**config.mk**
```make
export PLATFORM = sky130hd
export DESIGN_NAME = uart_rx_ovs
export DESIGN_NICKNAME = d
export VERILOG_FILES = /design/src/rtl/uart_rx_ovs_pkg.sv /design/src/rtl/uart_rx_ovs_sync_2ff.sv /design/src/rtl/uart_rx_ovs.sv
export SDC_FILE = /design/constraint.sdc
export NUM_CORES = 1
export LEC_CHECK = 0
export BUFFER_PORTS_ARGS = -buffer_cell sky130_fd_sc_hd__buf_4
export CORE_ASPECT_RATIO = 0.7
export CORE_MARGIN = 10
export CORE_UTILIZATION = 30
export CTS_CLUSTER_DIAMETER = 120
export DETAILED_ROUTE_END_ITERATION = 12
export PLACE_DENSITY_LB_ADDON = 0.2
export SETUP_SLACK_MARGIN = 0.02
export SLEW_MARGIN = 10
export SYNTH_ARGS = -nofsm -noshare
export SYNTH_HDL_FRONTEND = slang
export SYNTH_SLANG_ARGS = --single-unit
```
**constraint.sdc**
```tcl
create_clock -name clk -period 2.4 [get_ports clk]
set_clock_uncertainty 0.1 [all_clocks]
set_input_delay 0.24 -clock clk [delete_from_list [all_inputs] [get_ports clk]]
set_output_delay 0.24 -clock clk [all_outputs]
set_load 0.05 [all_outputs]
```
**src/rtl/uart_rx_ovs_pkg.sv**
```systemverilog
// Shared UART definitions: FSM state encoding and default frame geometry.
// Imported by the receiver and intended for reuse by the transmitter.
package uart_rx_ovs_pkg;

    localparam int OVERSAMPLE_DEF = 16;
    localparam int DATA_BITS_DEF  = 8;

    typedef enum logic [2:0] {
        ST_IDLE      = 3'd0,
        ST_START     = 3'd1,
        ST_DATA      = 3'd2,
        ST_STOP      = 3'd3,
        ST_WAIT_HIGH = 3'd4
    } uart_state_t;

endpackage

```
**src/rtl/uart_rx_ovs_sync_2ff.sv**
```systemverilog
// Two-flop synchronizer for one asynchronous bit.
// Resets to 1 so an idle-high line never looks like a start bit.
module sync_2ff (
    input  logic clk,
    input  logic rst,
    input  logic d,
    output logic q
);

    logic meta;

    always_ff @(posedge clk or posedge rst) begin
        if (rst) begin
            meta <= 1'b1;
            q    <= 1'b1;
        end else begin
            meta <= d;
            q    <= meta;
        end
    end

endmodule

```
**src/rtl/uart_rx_ovs.sv**
```systemverilog
// Oversampling UART receiver: mid-bit sampling driven by an external tick.
// Start bit is re-checked at its midpoint to reject line glitches.
module uart_rx_ovs
    import uart_rx_ovs_pkg::*;
#(
    parameter int OVERSAMPLE = OVERSAMPLE_DEF,
    parameter int DATA_BITS  = DATA_BITS_DEF
) (
    input  logic                 clk,
    input  logic                 rst,
    input  logic                 tick,
    input  logic                 rx,
    output logic [DATA_BITS-1:0] rx_data,
    output logic                 rx_done,
    output logic                 rx_busy,
    output logic                 frame_err
);

    localparam int CW = $clog2(OVERSAMPLE);
    localparam int IW = $clog2(DATA_BITS);

    localparam logic [CW-1:0] CNT_HALF = CW'(OVERSAMPLE / 2 - 1);
    localparam logic [CW-1:0] CNT_LAST = CW'(OVERSAMPLE - 1);
    localparam logic [IW-1:0] IDX_LAST = IW'(DATA_BITS - 1);

    uart_state_t          state;
    logic [CW-1:0]        cnt;
    logic [IW-1:0]        idx;
    logic [DATA_BITS-1:0] shreg;
    logic                 rx_s;

    sync_2ff u_sync (
        .clk(clk),
        .rst(rst),
        .d  (rx),
        .q  (rx_s)
    );

    assign rx_busy = (state != ST_IDLE);

    always_ff @(posedge clk or posedge rst) begin
        if (rst) begin
            state     <= ST_IDLE;
            cnt       <= '0;
            idx       <= '0;
            shreg     <= '0;
            rx_data   <= '0;
            rx_done   <= 1'b0;
            frame_err <= 1'b0;
        end else begin
            rx_done   <= 1'b0;
            frame_err <= 1'b0;
            unique case (state)
                ST_IDLE: begin
                    if (!rx_s) begin
                        state <= ST_START;
                        cnt   <= '0;
                    end
                end
                ST_START: begin
                    if (tick) begin
                        if (cnt == CNT_HALF) begin
                            cnt   <= '0;
                            idx   <= '0;
                            state <= rx_s ? ST_IDLE : ST_DATA;
                        end else begin
                            cnt <= cnt + 1'b1;
                        end
                    end
                end
                ST_DATA: begin
                    if (tick) begin
                        if (cnt == CNT_LAST) begin
                            cnt   <= '0;
                            shreg <= {rx_s, shreg[DATA_BITS-1:1]};
                            if (idx == IDX_LAST) begin
                                state <= ST_STOP;
                            end else begin
                                idx <= idx + 1'b1;
                            end
                        end else begin
                            cnt <= cnt + 1'b1;
                        end
                    end
                end
                ST_STOP: begin
                    if (tick) begin
                        if (cnt == CNT_LAST) begin
                            cnt <= '0;
                            if (rx_s) begin
                                rx_data <= shreg;
                                rx_done <= 1'b1;
                                state   <= ST_IDLE;
                            end else begin
                                frame_err <= 1'b1;
                                state     <= ST_WAIT_HIGH;
                            end
                        end else begin
                            cnt <= cnt + 1'b1;
                        end
                    end
                end
                ST_WAIT_HIGH: begin
                    // A held-low line (break) stays here so it reports only once.
                    if (rx_s) begin
                        state <= ST_IDLE;
                    end
                end
                default: begin
                    state <= ST_IDLE;
                end
            endcase
        end
    end

endmodule

```
Word-level counts from Yosys, hierarchy flattened
Cells that the tools add are included.
{"block": "word_totals", "reg_bits": 30, "latch_bits": 0, "ram_bits": 0, "rom_bits": 0, "inputBits": 4, "out_inout_bits": 11, "wordCells": 71, "memories": 0}
{"block": "classes", "addsub": 2, "n_mul": 0, "div": 0, "n_lt_le_gt_ge": 0, "eq_ne": 18, "shifts": 0, "muxes": 32, "n_bitwise": 0, "n_reduce_logical": 10}
{"operator": "$mux W3", "count": 15}
{"operator": "$mux W4", "count": 5}
{"operator": "$ne A2 B2 Y1 const B", "count": 9}
{"operator": "$pmux W3 S5", "count": 1}
{"operator": "$pmux W4 S3", "count": 1}
{"operator": "$reduce_and A9 Y1", "count": 1}
{"operator": "$mux W1", "count": 8}
{"operator": "$reduce_and A4 Y1", "count": 2}
{"operator": "$eq A3 B2 Y1 const B", "count": 2}
{"operator": "$eq A3 B3 Y1 const B", "count": 2}
{"operator": "$pmux W3 S2", "count": 1}
{"operator": "$reduce_and A6 Y1", "count": 1}
{"operator": "$reduce_bool A3 Y1", "count": 2}
{"operator": "$add A4 B1 Y4 const B", "count": 1}
{"operator": "$eq A4 B3 Y1 const B", "count": 1}
{"operator": "$eq A4 B4 Y1 const B", "count": 1}
{"operator": "$ne A2 B1 Y1 const B", "count": 2}
{"operator": "$add A3 B1 Y3 const B", "count": 1}
{"operator": "$eq A3 B1 Y1 const B", "count": 1}
{"operator": "$logic_not A3 Y1", "count": 1}
{"operator": "$reduce_and A3 Y1", "count": 1}
{"operator": "$mux W2", "count": 1}
{"operator": "$reduce_bool A2 Y1", "count": 1}
{"operator": "$reduce_or A2 Y1", "count": 1}

Depth between registers and ports, before layout
{"block": "logic_depth", "depth_word": 5, "ltp_mapped": 5}

Modules after synthesis
Synthesis repeated with hierarchy kept, for this count alone.
{"block": "unflattened", "hier_cells": 111, "area_unflattened_um2": 1345.0}
{"mod": "uart_rx_ovs", "n_inst": 1, "cells_each": 108, "area_per_inst_um2": 1288.7, "seq_area_each_um2": 700.7}
{"mod": "sync_2ff", "n_inst": 1, "cells_each": 3, "area_per_inst_um2": 56.3, "seq_area_each_um2": 52.6}

Worst setup path before layout
OpenSTA, ideal clock, no wires.
{"block": "synth_timing", "path_type": "register -> register", "start": "reg cnt[0]", "end": "reg rx_data[0]", "setup_ns": 0.125, "arrival_time_ns": 1.646, "required_ns": 2.175, "slack_ns": 0.529, "stages_incl_launch_ff": 6, "period_less_slack_ns": 1.871, "cell_sequence": "dfrtp_1 > ha_1 > nand4_2 > or4b_1 > buf_6 > mux2_4"}
{"block": "synth_between", "elab_chain_len": 2}
{"element": "start: declaration", "line": "uart_rx_ovs.sv:27", "source": "logic [CW-1:0] cnt;"}
{"element": "start signal: assignment", "line": "uart_rx_ovs.sv:67", "source": "cnt <= cnt + 1'b1;"}
{"element": "start signal: assignment", "line": "uart_rx_ovs.sv:82", "source": "cnt <= cnt + 1'b1;"}
{"element": "start signal: assignment", "line": "uart_rx_ovs.sv:99", "source": "cnt <= cnt + 1'b1;"}
{"element": "$eq A4 B4 Y1", "line": "uart_rx_ovs.sv:88", "source": "if (cnt == CNT_LAST) begin"}
{"element": "$reduce_and A4 Y1 (no line)"}
{"element": "end signal: assignment", "line": "uart_rx_ovs.sv:91", "source": "rx_data <= shreg;"}
{"element": "end: declaration", "line": "uart_rx_ovs.sv:13", "source": "output logic [DATA_BITS-1:0] rx_data,"}
Every way passes these cells.
A chain may end at the register's enable or synchronous reset.

Final worst setup path
{"block": "layout_timing", "start": "reg cnt[0]", "end": "reg rx_data[5]"}
The elaborated chain is that of the path after synthesis.

==> run metrics <==
outcome complete, no violations; routability congestion estimate 0.812; Total Power 0.00134 W; final max-slew violation count 0; Top delay family on crit path simple AND/OR/NAND/NOR gates; clock sink total 30; worst setup path end rx_data[5]; Die Ht 76.0 um; sequential cell fraction of total power 47.9%; FF+latch count, synth 30; Internal 0.000930 W; # H-tree levels 2; power per standard cell area 824 nW/um2; Antenna diodes 0; final WL 2490 um; Root Buffer clkbuf_8; Clk pwr share 30.1%; Critical Path Stages 4; Combinational Power Share 22.0%; fraction of layout cells with a size suffix above 1 38.2%; CP max stage cell or4b_1; Max-slew headroom 58.7%; Port-buffer cells 14; Ys Warns 0; first-pass GRT wire length 4350 um; FF-to-FF setup slack 0.25 ns; RSZ-0062 raised after global routing no; grt ovf 0; worst reg2reg endpoint rx_data[5]; largest net degree at the start of global routing 17; detailed placement HPWL 1830 um; final hold vios 0; Rows 20; number of synthesized flops with an enable pin 0; worst slew pin tran 0.619 ns; Routed Antenna Nets 0; mean number of vias per cell 4.74; Ports 15; Sw Pwr 0.000410 W; Synth top cells by count dfrtp_1 (28), inv_1 (8), mux2_2 (8), mux2_4 (8), nand2_1 (6); Async SR Flop Fraction 100%; hold_buf cts 2; Synth top area share 52.1%; CP Launch Point cnt[0]; Max clock buf depth 2; crit-path cells ha_1, nand4_2, or4b_1, mux2_4; Setup crit start kind flip-flop; syn_nets 108; clock latency on the worst-skew pair 0.27 ns; Max-Cap Viols 0; Synth Area per Inst 13.3 um2; fin crit share 89.4%; DRT Pass-1 Iters 4; Via Count 843; final net count 129; Worst Path Arrival 2.20 ns; DRC viols 0; Clock Pin Slew Worst Setup and Hold Paths 0.06 ns; Post-CTS Setup Bufs 0; post-cts resize count 0; LEAKAGE 0.820 nW; Routed WL per cell 14.0 um; DIE AREA 7600 um2; Initial Util 31.1%; Yosys top cell by area dfrtp_1; most common cell in the netlist dfrtp_1; Sw Share 30.6%; worst r2r src cnt[0]; TritonCTS clock tree yes; die width 100 um; WP data required 2.45 ns; Mapped Cells 101; Peak VDD IR 0.421 mV; R2R cell count 4; final setup fails 0; Final Core Density 37.6%; critical path type reg2reg; Mapped Area 1350 um2; antenna violations before repair 0; largest stage delay on the critical path 0.77 ns; TNS Setup 0 ns; Iteration-0 DRC Markers 92; worst path bufs/invs 0; total track usage 7.02%; ys flop type dfrtp_1; Synth cell types 34; core box area 4330 um2; CTS buffer count 5; maximum clock rate 466 MHz; largest fanout on the critical path 9; sequential share of the synthesized area 56.0%; synth top area cells dfrtp_1 (52%), mux2_4 (8.9%), mux2_2 (6.7%); Area growth, synth to finish 20.9%; HP Class in2reg; CP endpoint kind flip-flop; vias in the first global route 889; fin crit period 2.15 ns
[cells in the final DEF, fill, tap and decap left out, types with 2 or more instances in the layout]
| cell | n |
|---|---|
| a21oi_1 | 2 |
| a22o_1 | 2 |
| a32o_1 | 2 |
| buf_4 | 16 |
| clkbuf_8 | 6 |
| dfrtp_1 | 28 |
| dfstp_2 | 2 |
| dlygate4sd3_1 | 2 |
| ha_1 | 3 |
| inv_1 | 8 |
| mux2_2 | 8 |
| mux2_4 | 8 |
| mux2i_1 | 3 |
| nand2_1 | 6 |
| nand3_1 | 2 |
| nor2_1 | 5 |
[registers in the layout, summed over array words and instances (netlist names)]
signal,flops
rx_done,1
u_sync.q,1
u_sync.meta,1
idx,3
frame_err,1
state,3
rx_data,8
cnt,4
shreg,8
[tightest hold or removal path: stages]
cell	delay, ns
buf_4	0.14
o211ai_1	0.12
mux2i_1	0.09
[power by group through the flow]
stage,Clock [W],Sequential (W),Combinational (W)
finish,0.000404,0.000643,0.000295
global route,0.000447,0.000654,0.000340
CTS,0.000418,0.000642,0.000298
detailed placement,0,0.000651,0.000295
global placement,0,0.000650,0.000292
floorplan,0,0.000625,0.000251
[cells by family (layout without fill, tap and decap cells)]
family | after synthesis | after routing | share of synthesized area (%)
simple gates | 19 | 19 | 8.00
buf+inv | 12 | 34 | 4.09
xor+xnor | 1 | 1 | 0.651
flops | 30 | 30 | 56.0
mux | 19 | 19 | 17.9
fa+ha+maj | 3 | 3 | 2.79
compound gates | 17 | 17 | 10.6
[worst min path at each step]
stage	cells after the start	endpoint	from	slack (ns)
after floorplan	0	u_sync.meta	rx	0.14
after global placement	0	u_sync.q	u_sync.meta	0.25
after detailed placement	1	u_sync.meta	rx	0.25
after CTS	3	cnt[0]	tick	0.25
after global routing	0	u_sync.q	u_sync.meta	0.27
final	3	cnt[0]	tick	0.26
[stage by stage]
stage	cells	setup slack [ns]	hold slack (ns)	area [um2]
floorplan	101	0.529	0.144	1350
global placement	168	0.283	0.248	1520
detailed placement	168	0.257	0.250	1520
CTS	178	0.249	0.252	1630
global route	178	0.129	0.268	1630
finish	178	0.254	0.258	1630
[metal layers]
metal / vias up / part of all wire (%) / wire (um) / global-route usage, %
li1: 407 / - / - / -
met1: 415 / 47 / 1180 / 8.72
met2: 19 / 46 / 1160 / 10.3
met3: 2 / 5.4 / 135 / 2.99
met4: 0 / 0.76 / 19 / 2.96
met5: - / 0 / 0 / 0
[area by class of cell]
class | instances | area (um2)
fillers | 417 | 2700
repair buffers | 18 | 140
clock inverters | 1 | 5.00
flip-flops and latches | 30 | 753
multi-input cells | 59 | 543
clock buffers | 7 | 86.3
well taps | 55 | 68.8
inverters | 8 | 30.0
Power figures use the tool's default switching activity.
